<file path="config.mk">
export PLATFORM = sky130hd
export DESIGN_NAME = conv_encoder_k3_tx
export DESIGN_NICKNAME = d
export VERILOG_FILES = /design/src/rtl/conv_encoder_k3_tx.sv
export SDC_FILE = /design/constraint.sdc
export NUM_CORES = 1
export LEC_CHECK = 0
export CORE_MARGIN = 4
export CORE_UTILIZATION = 47
export CTS_CLUSTER_SIZE = 30
export DETAILED_ROUTE_END_ITERATION = 12
export PLACE_DENSITY = 0.8
export SYNTH_ARGS = -nofsm -noshare
export SYNTH_HDL_FRONTEND = slang
export SYNTH_SLANG_ARGS = --single-unit
</file>
<file path="constraint.sdc">
create_clock -name clk -period 1.99 [get_ports clk]
set_input_delay 0.2985 -clock clk [delete_from_list [all_inputs] [get_ports clk]]
set_output_delay 0.2985 -clock clk [all_outputs]
set_load 0.03 [all_outputs]
</file>
<file path="src/rtl/conv_encoder_k3_tx.sv">
// Rate-1/2, K=3 convolutional encoder: one MSG_W-bit block in, MSB first, streamed out as 2-bit symbols
// with valid/ready; the packed codeword (first symbol on top) is published at block end.
module conv_encoder_k3_tx #(
    parameter int unsigned MSG_W = 8,
    parameter logic [2:0]  G0    = 3'b111,
    parameter logic [2:0]  G1    = 3'b101,
    parameter int unsigned TAIL  = 0,
    localparam int unsigned NSYM = MSG_W + 2 * TAIL,
    localparam int unsigned CW_W = 2 * NSYM
) (
    input  logic             clk,
    input  logic             rst,
    input  logic [MSG_W-1:0] msg_in,
    input  logic             msg_valid,
    output logic             msg_ready,
    output logic [1:0]       sym_out,
    output logic             sym_valid,
    input  logic             sym_ready,
    output logic             sym_first,
    output logic             sym_last,
    output logic [CW_W-1:0]  code_word,
    output logic             code_valid,
    output logic             busy
);

    localparam int unsigned CNT_W = $clog2(NSYM + 1);
    localparam logic [CNT_W-1:0] LAST_MSG = CNT_W'(MSG_W - 1);
    localparam logic [CNT_W-1:0] LAST_SYM = CNT_W'(NSYM - 1);

    typedef enum logic [1:0] {
        IDLE   = 2'd0,
        ENCODE = 2'd1,
        FLUSH  = 2'd2,
        DONE   = 2'd3
    } state_t;

    state_t             state_q, state_d;
    logic [1:0]         s_q, s_d;
    logic [MSG_W-1:0]   buf_q, buf_d;
    logic [CNT_W-1:0]   cnt_q, cnt_d;
    logic [CW_W-1:0]    stage_q, stage_d;
    logic [1:0]         sym_out_q, sym_out_d;
    logic               sym_valid_q, sym_valid_d;
    logic               sym_first_q, sym_first_d;
    logic               sym_last_q, sym_last_d;
    logic [CW_W-1:0]    code_word_q, code_word_d;
    logic               code_valid_q, code_valid_d;

    logic               xfer_c;
    logic               u_c;
    logic [1:0]         s_adv_c;
    logic [MSG_W-1:0]   buf_adv_c;
    logic [CNT_W-1:0]   cnt_adv_c;
    logic [CW_W-1:0]    stage_adv_c;

    // Symbol {c0,c1} for input bit u entering shift state s.
    function automatic logic [1:0] enc_sym(input logic u, input logic [1:0] s);
        logic [2:0] w;
        w = {u, s};
        return {^(w & G0), ^(w & G1)};
    endfunction

    always_ff @(posedge clk or posedge rst) begin
        if (rst) begin
            state_q      <= IDLE;
            s_q          <= 2'b00;
            buf_q        <= '0;
            cnt_q        <= '0;
            stage_q      <= '0;
            sym_out_q    <= 2'b00;
            sym_valid_q  <= 1'b0;
            sym_first_q  <= 1'b0;
            sym_last_q   <= 1'b0;
            code_word_q  <= '0;
            code_valid_q <= 1'b0;
        end else begin
            state_q      <= state_d;
            s_q          <= s_d;
            buf_q        <= buf_d;
            cnt_q        <= cnt_d;
            stage_q      <= stage_d;
            sym_out_q    <= sym_out_d;
            sym_valid_q  <= sym_valid_d;
            sym_first_q  <= sym_first_d;
            sym_last_q   <= sym_last_d;
            code_word_q  <= code_word_d;
            code_valid_q <= code_valid_d;
        end
    end

    // The registered symbol always belongs to the bit at the buffer MSB; a transfer
    // advances the trellis and preloads the following symbol.
    always_comb begin
        state_d      = state_q;
        s_d          = s_q;
        buf_d        = buf_q;
        cnt_d        = cnt_q;
        stage_d      = stage_q;
        sym_out_d    = sym_out_q;
        sym_valid_d  = sym_valid_q;
        sym_first_d  = sym_first_q;
        sym_last_d   = sym_last_q;
        code_word_d  = code_word_q;
        code_valid_d = 1'b0;

        xfer_c      = sym_valid_q && sym_ready;
        u_c         = (state_q == FLUSH) ? 1'b0 : buf_q[MSG_W-1];
        s_adv_c     = {u_c, s_q[1]};
        buf_adv_c   = {buf_q[MSG_W-2:0], 1'b0};
        cnt_adv_c   = cnt_q + CNT_W'(1);
        stage_adv_c = {stage_q[CW_W-3:0], sym_out_q};

        case (state_q)
            IDLE: begin
                if (msg_valid) begin
                    state_d     = ENCODE;
                    buf_d       = msg_in;
                    s_d         = 2'b00;
                    cnt_d       = '0;
                    sym_out_d   = enc_sym(msg_in[MSG_W-1], 2'b00);
                    sym_valid_d = 1'b1;
                    sym_first_d = 1'b1;
                    sym_last_d  = 1'b0;
                end
            end
            ENCODE, FLUSH: begin
                if (xfer_c) begin
                    s_d         = s_adv_c;
                    buf_d       = buf_adv_c;
                    cnt_d       = cnt_adv_c;
                    stage_d     = stage_adv_c;
                    sym_first_d = 1'b0;
                    if ((state_q == ENCODE && cnt_q == LAST_MSG && TAIL != 0)) begin
                        state_d    = FLUSH;
                        sym_out_d  = enc_sym(1'b0, s_adv_c);
                        sym_last_d = 1'b0;
                    end else if (cnt_q == LAST_SYM) begin
                        state_d      = DONE;
                        sym_valid_d  = 1'b0;
                        sym_last_d   = 1'b0;
                        code_word_d  = stage_adv_c;
                        code_valid_d = 1'b1;
                    end else begin
                        sym_out_d  = enc_sym((state_q == FLUSH) ? 1'b0 : buf_adv_c[MSG_W-1], s_adv_c);
                        sym_last_d = (cnt_adv_c == LAST_SYM);
                    end
                end
            end
            DONE: begin
                state_d = IDLE;
            end
            default: begin
                state_d = IDLE;
            end
        endcase
    end

    assign msg_ready  = (state_q == IDLE);
    assign busy       = (state_q != IDLE);
    assign sym_out    = sym_out_q;
    assign sym_valid  = sym_valid_q;
    assign sym_first  = sym_first_q;
    assign sym_last   = sym_last_q;
    assign code_word  = code_word_q;
    assign code_valid = code_valid_q;

endmodule

</file>
==> impl_metrics.env, run 1 <==
export IMPL_critPathSlowestCell="dfrtp_1"
export IMPL_maxCapViolations=0
export IMPL_crit_family="compound AO/OA/AOI/OAI gates"
export IMPL_drt_iter0_drc=63
export IMPL_die_h_um=76.5
export IMPL_cts_hold_fix_buffers=0
export IMPL_root_buffer="clkbuf_8"
export IMPL_critPathKind="flop to flop"
export IMPL_grt_max_degree=52
export IMPL_syn_cell_area_sq_mm=0.00220
export IMPL_synth_largest_area_cell="dfrtp_1"
export IMPL_vias_per_cell=5.31
export IMPL_postLayoutCoreUtil=0.631
export IMPL_numPortBuffers=35
export IMPL_crit_required_ns=2.17
export IMPL_synth_area_leaders="dfrtp_1, mux2_2, ha_1, a221o_1, o21ai_0"
export IMPL_worst_slack_ns=0.0392
export IMPL_period_share=0.980
export IMPL_powerDensity_mw_per_mm2=640
export IMPL_stdcell_area_sq_mm=0.00281
export IMPL_cts_tree="yes"
export IMPL_worst_slew_pin_slew_ns=0.476
export IMPL_clock_skew_ns=0.00488
export IMPL_fillers=352
export IMPL_drtPass1Iterations=4
export IMPL_cts_clk_slew_worst_paths_ns=0.09
export IMPL_dp_cells=259
export IMPL_crit_path_start_kind="flop"
export IMPL_critical_path_max_fanout=20
export IMPL_pwr_share_comb=0.035
export IMPL_place_ws_ns=-0.0261
export IMPL_vias=1423
export IMPL_synth_edff_count=0
export IMPL_r2r_slack_ns=0.04
export IMPL_arrival_ns=2.13
export IMPL_clock_sinks=51
export IMPL_seqPwrFrac=0.585
export IMPL_status="completed"
export IMPL_min_period_ns=1.95
export IMPL_ys_top_cells_by_count="dfrtp_1, mux2_2, nand2_1"
export IMPL_place_area_sq_mm=0.00268
export IMPL_cts_path_max_buffers=2
export IMPL_n_antenna_cell=0
export IMPL_syn_mean_instance_area_sq_um=13.0
export IMPL_htree_levels=2
export IMPL_die_area_sq_mm=0.00584
export IMPL_finalPower_mw=1.79
export IMPL_slew_headroom=0.678
export IMPL_crit_chain="inv_2 -> ha_4 -> a21boi_4 -> or3_4 -> buf_4 -> a221o_1"
export IMPL_fin_nets=233
export IMPL_crit_path_start="state_q[1]"
export IMPL_core_area_sq_mm=0.00444
export IMPL_drive_gt1_frac=0.269
export IMPL_irDropWorstVdd_mv=0.315
export IMPL_hold_violations=0
export IMPL_gp_congestion=0.796
export IMPL_io_pins=36
export IMPL_row_count=24
export IMPL_critical_path_buf_inv_count=2
export IMPL_area_delta_synth_final_pct=27.4
export IMPL_overflow=0
export IMPL_p_int_mw=1.45
export IMPL_track_usage=0.143
export IMPL_drcViolationCount=0
export IMPL_yosysMostFrequentCell="dfrtp_1"
export IMPL_wl_per_cell_um=14.5
export IMPL_start_util=0.495
export IMPL_grt_pass1_vias=1495
export IMPL_power_share_clock=0.380
export IMPL_crit_path_end_kind="flop"
export IMPL_switching_power_mw=0.348
export IMPL_synth_flop_cell="dfrtp_1"
export IMPL_drtAntennaViolNets=0
export IMPL_dpl_hpwl_um=2650
export IMPL_die_x_um=76.5
export IMPL_setup_viol_count_final=0
export IMPL_p_leak_nw=1.31
export IMPL_yosysTopAreaCellShare=0.580
export IMPL_syn_inst=169
export IMPL_yosys_warnings=0
export IMPL_grt_pass1_wl_um=6840
export IMPL_drv_slew=0
export IMPL_synth_seq_cells=51
export IMPL_slowest_delay_ns=0.42
export IMPL_yosys_cell_types_count=34
export IMPL_synth_nets=186
export IMPL_hp_class="input port to asynchronous set/reset pin"
export IMPL_yosysSeqAreaShare=0.580
export IMPL_timing_rr_start="state_q[1]"
export IMPL_wl_um=3890
export IMPL_stdcell_count=268
export IMPL_async_flop_share=1.00
export IMPL_max_freq_mhz=513
export IMPL_worstSkewPairLatency_ns=0.30
export IMPL_cts_buffers=5
export IMPL_antenna_found_initial=0
export IMPL_swShare=0.194
-- worst reg2reg max path: cells and delay by family, from the launching register on --
family | cells | cell delay (ns)
AND/OR/NAND/NOR | 1 | 0.39
flip-flops | 1 | 0.42
adder cells (fa/ha/maj) | 1 | 0.22
buffers and inverters | 2 | 0.30
AO/OA/AOI/OAI | 2 | 0.52
-- power by group through the flow --
stage / registers, mW / clock network (mW) / logic, mW
finish: 1.05 / 0.682 / 0.0635
global placement: 1.07 / 0 / 0.0646
detailed placement: 1.07 / 0 / 0.0656
floorplan: 1.07 / 0 / 0.0311
CTS: 1.05 / 0.708 / 0.0660
global route: 1.05 / 0.746 / 0.0721
-- path summary, 6_finish.rpt --
check / endpoint / cells past startpoint
max in group asynchronous: code_word[4] / 3
worst min register to register: buf_q[0] / 2
worst max-delay path: buf_q[5] / 6
worst min-delay path: stage_q[6] / 3
min in group clk: buf_q[0] / 2
worst max register to register: buf_q[5] / 6
-- registers in the layout, summed over array words and instances, names as in the netlist --
register / count
sym_out: 2
buf_q: 8
code_valid: 1
sym_last: 1
cnt_q: 4
s_q: 1
sym_first: 1
state_q: 2
sym_valid: 1
code_word: 16
stage_q: 14
-- cell type report --
type,instances,area (sq um),area share
clock buffers,6,72.6,0.0259
clock inverters,1,30.0,0.0107
inverters,7,26.3,0.00936
multi-input cells,103,861,0.307
flip-flops and latches,51,1280,0.455
well taps,52,65.1,0.0232
repair buffers,48,475,0.169
-- metrics by stage --
step / setup TNS (ns) / hold slack, ns
detailed placement: -0.0857 / 0.485
global route: -0.0113 / 0.392
global placement: 0 / 0.481
finish: 0 / 0.365
floorplan: -0.0311 / 0.447
CTS: 0 / 0.368
-- kinds of logic (layout without fill, tap and decap cells) --
group,Yosys count,in the layout,share of synthesized area
muxes,31,31,0.158
DFF,51,51,0.580
buffers and inverters,15,62,0.0375
AOI/OAI and AO/OA,27,27,0.0898
adders and majority gates,5,5,0.0284
and+or+nand+nor,35,35,0.0869
xor gates and xnor gates,5,5,0.0199
-- per-layer routing --
layer	track usage	routed length [um]
met1	0.182	1830
met2	0.232	1820
met3	0.0449	205
met4	0.0435	31
met5	0	0
-- repair_timing --
item,in CTS,in global routing
gates cloned,0,0
pin swaps,0,0
endpoints found under the setup margin,1,8
buffers inserted,0,2
resized for setup,1,2
-- cells in the final DEF, fill, tap and decap left out, types with 2 or more instances in the layout --
| cell type | count |
|---|---|
| dfrtp_1 | 51 |
| inv_1 | 4 |
| buf_4 | 10 |
| o21ai_0 | 9 |
| nand2_1 | 10 |
| a211oi_1 | 2 |
| ha_1 | 4 |
| a221o_1 | 6 |
| clkdlybuf4s50_1 | 34 |
| buf_12 | 2 |
| mux2_2 | 30 |
| clkbuf_8 | 5 |
| nor3b_1 | 6 |
| xnor2_1 | 3 |
| nor2_1 | 6 |
| a21oi_1 | 4 |
| nor2b_1 | 2 |
| inv_2 | 3 |
| xor2_1 | 2 |
| o31ai_1 | 2 |
Power figures use the tool's default switching activity.
==> run 2, diff against run 1 <==
--- a/config.mk
+++ b/config.mk
@@ -10,6 +10,7 @@
 export CTS_CLUSTER_SIZE = 30
 export DETAILED_ROUTE_END_ITERATION = 12
 export PLACE_DENSITY = 0.8
+export SKIP_LAST_GASP = 1
 export SYNTH_ARGS = -nofsm -noshare
 export SYNTH_HDL_FRONTEND = slang
 export SYNTH_SLANG_ARGS = --single-unit
==> run 2 against run 1 <==
Against the previous run: non-clock buffer count did not move; highest routed layer unchanged; largest cell class unchanged; worst hold slack about the same; critical endpoint is now sym_out[0]; core utilization fell by 0.084 points; largest power group unchanged; cell count stayed put; register-to-register slack is essentially flat.
==> impl_metrics.env, run 2 (synthesis gave the netlist of run 1 again) <==
export IMPL_stdcell_count=268
export IMPL_track_usage=0.143
export IMPL_powerDensity_mw_per_mm2=640
export IMPL_crit_path_start_kind="flop"
export IMPL_cts_tree="yes"
export IMPL_critPathSlowestCell="dfrtp_1"
export IMPL_start_util=0.495
export IMPL_largest_register_ffs=16
export IMPL_overflow=0
export IMPL_antenna_found_initial=0
export IMPL_wl_per_cell_um=14.4
export IMPL_vias=1417
export IMPL_irDropWorstVdd_mv=0.317
export IMPL_status="completed"
export IMPL_fin_nets=233
export IMPL_numPortBuffers=35
export IMPL_worst_slack_ns=0.0406
export IMPL_cts_clk_slew_worst_paths_ns=0.09
export IMPL_root_buffer="clkbuf_8"
export IMPL_cts_buffers=5
export IMPL_worst_slew_pin_slew_ns=0.482
export IMPL_area_delta_synth_final_pct=27.3
export IMPL_critical_path_max_fanout=6
export IMPL_power_share_clock=0.380
export IMPL_slowest_delay_ns=0.42
export IMPL_grt_setup_unrepaired="yes"
export IMPL_slew_headroom=0.674
export IMPL_crit_chain="inv_2 -> ha_4 -> a21boi_4 -> or3_4 -> buf_4 -> or3_1 -> o211ai_1"
export IMPL_gp_congestion=0.796
export IMPL_finalPower_mw=1.79
export IMPL_tns_ns=0
export IMPL_clock_skew_ns=0.00489
export IMPL_hold_violations=0
export IMPL_arrival_ns=2.16
export IMPL_whs_ns=0.365
export IMPL_max_freq_mhz=513
export IMPL_dp_cells=259
export IMPL_postLayoutCoreUtil=0.631
export IMPL_drtPass1Iterations=4
export IMPL_grt_pass1_vias=1495
export IMPL_seqPwrFrac=0.585
export IMPL_core_area_sq_mm=0.00444
export IMPL_cts_hold_fix_buffers=0
export IMPL_drive_gt1_frac=0.269
export IMPL_drv_slew=0
export IMPL_worstSkewPairLatency_ns=0.30
export IMPL_drtAntennaViolNets=0
export IMPL_place_area_sq_mm=0.00268
export IMPL_vias_per_cell=5.29
export IMPL_hp_class="input port to asynchronous set/reset pin"
export IMPL_htree_levels=2
export IMPL_final_common_cell="dfrtp_1"
export IMPL_die_h_um=76.5
export IMPL_crit_path_end_kind="flop"
export IMPL_place_ws_ns=-0.0261
export IMPL_min_period_ns=1.95
export IMPL_drcViolationCount=0
export IMPL_p_leak_nw=1.31
export IMPL_die_area_sq_mm=0.00584
export IMPL_drt_iter0_drc=65
export IMPL_crit_required_ns=2.20
export IMPL_critPathKind="flop to flop"
export IMPL_swShare=0.194
export IMPL_grt_max_degree=52
export IMPL_stdcell_area_sq_mm=0.00280
export IMPL_die_x_um=76.5
export IMPL_grt_pass1_wl_um=6840
export IMPL_wl_um=3870
export IMPL_p_int_mw=1.45
export IMPL_io_pins=36
export IMPL_dpl_hpwl_um=2650
export IMPL_period_share=0.980
export IMPL_row_count=24
export IMPL_final_cell_mix="dfrtp_1, clkdlybuf4s50_1, mux2_2"
export IMPL_n_antenna_cell=0
export IMPL_pwr_share_comb=0.035
export IMPL_cts_path_max_buffers=2
export IMPL_maxCapViolations=0
export IMPL_setup_viol_count_final=0
export IMPL_switching_power_mw=0.348
export IMPL_clock_sinks=51
==> run 2: cell counts in the layout (fill, tap and decap cells not counted) <==
Identical to the previous run, type by type.
==> run 2: path summary, 6_finish.rpt <==
path	startpoint	end	slack (ns)	cells after the start
min in group clk	buf_q[0]	buf_q[0]	0.50	2
max in group asynchronous	rst	code_word[4]	1.41	3
min reg2reg	buf_q[0]	buf_q[0]	0.50	2
min	rst	stage_q[6]	0.36	3
max reg2reg	state_q[1]	sym_out[0]	0.04	7
max	state_q[1]	sym_out[0]	0.04	7
==> run 2: critical path, delay by kind of cell (launching register included) <==
family,cells,cell delay (ns)
flops,1,0.42
buf+inv,2,0.24
simple gates,2,0.75
fa+ha+maj,1,0.22
compound gates,2,0.24
==> run 2: power groups by stage <==
stage                     Clock (mW)  Combinational, mW  Sequential [mW]
after floorplan                    0             0.0311             1.07
after global placement             0             0.0646             1.07
after detailed placement           0             0.0656             1.07
after CTS                      0.708             0.0660             1.05
after global routing           0.746             0.0721             1.05
final                          0.682             0.0635             1.05
==> run 2: timing repair <==
action                                  in CTS  in global routing
cloned                                       0                  0
resized for setup                            1                  1
buffers inserted                             0                  2
endpoints found under the setup margin       1                  8
==> run 2: area by class of cell <==
cell class	instances	area, sq um
Clock inverter	1	30.0
Multi-Input combinational cell	103	861
Clock buffer	6	72.6
Tap cell	52	65.1
Inverter	7	26.3
Timing Repair Buffer	48	472
Sequential cell	51	1280
Fill cell	350	1640
==> run 2: layer usage <==
layer,GRT usage,up-vias,wire length (um)
met3,0.0449,3,206
met5,0,-,0
met2,0.232,37,1800
li1,-,691,-
met1,0.182,686,1820
met4,0.0435,0,31
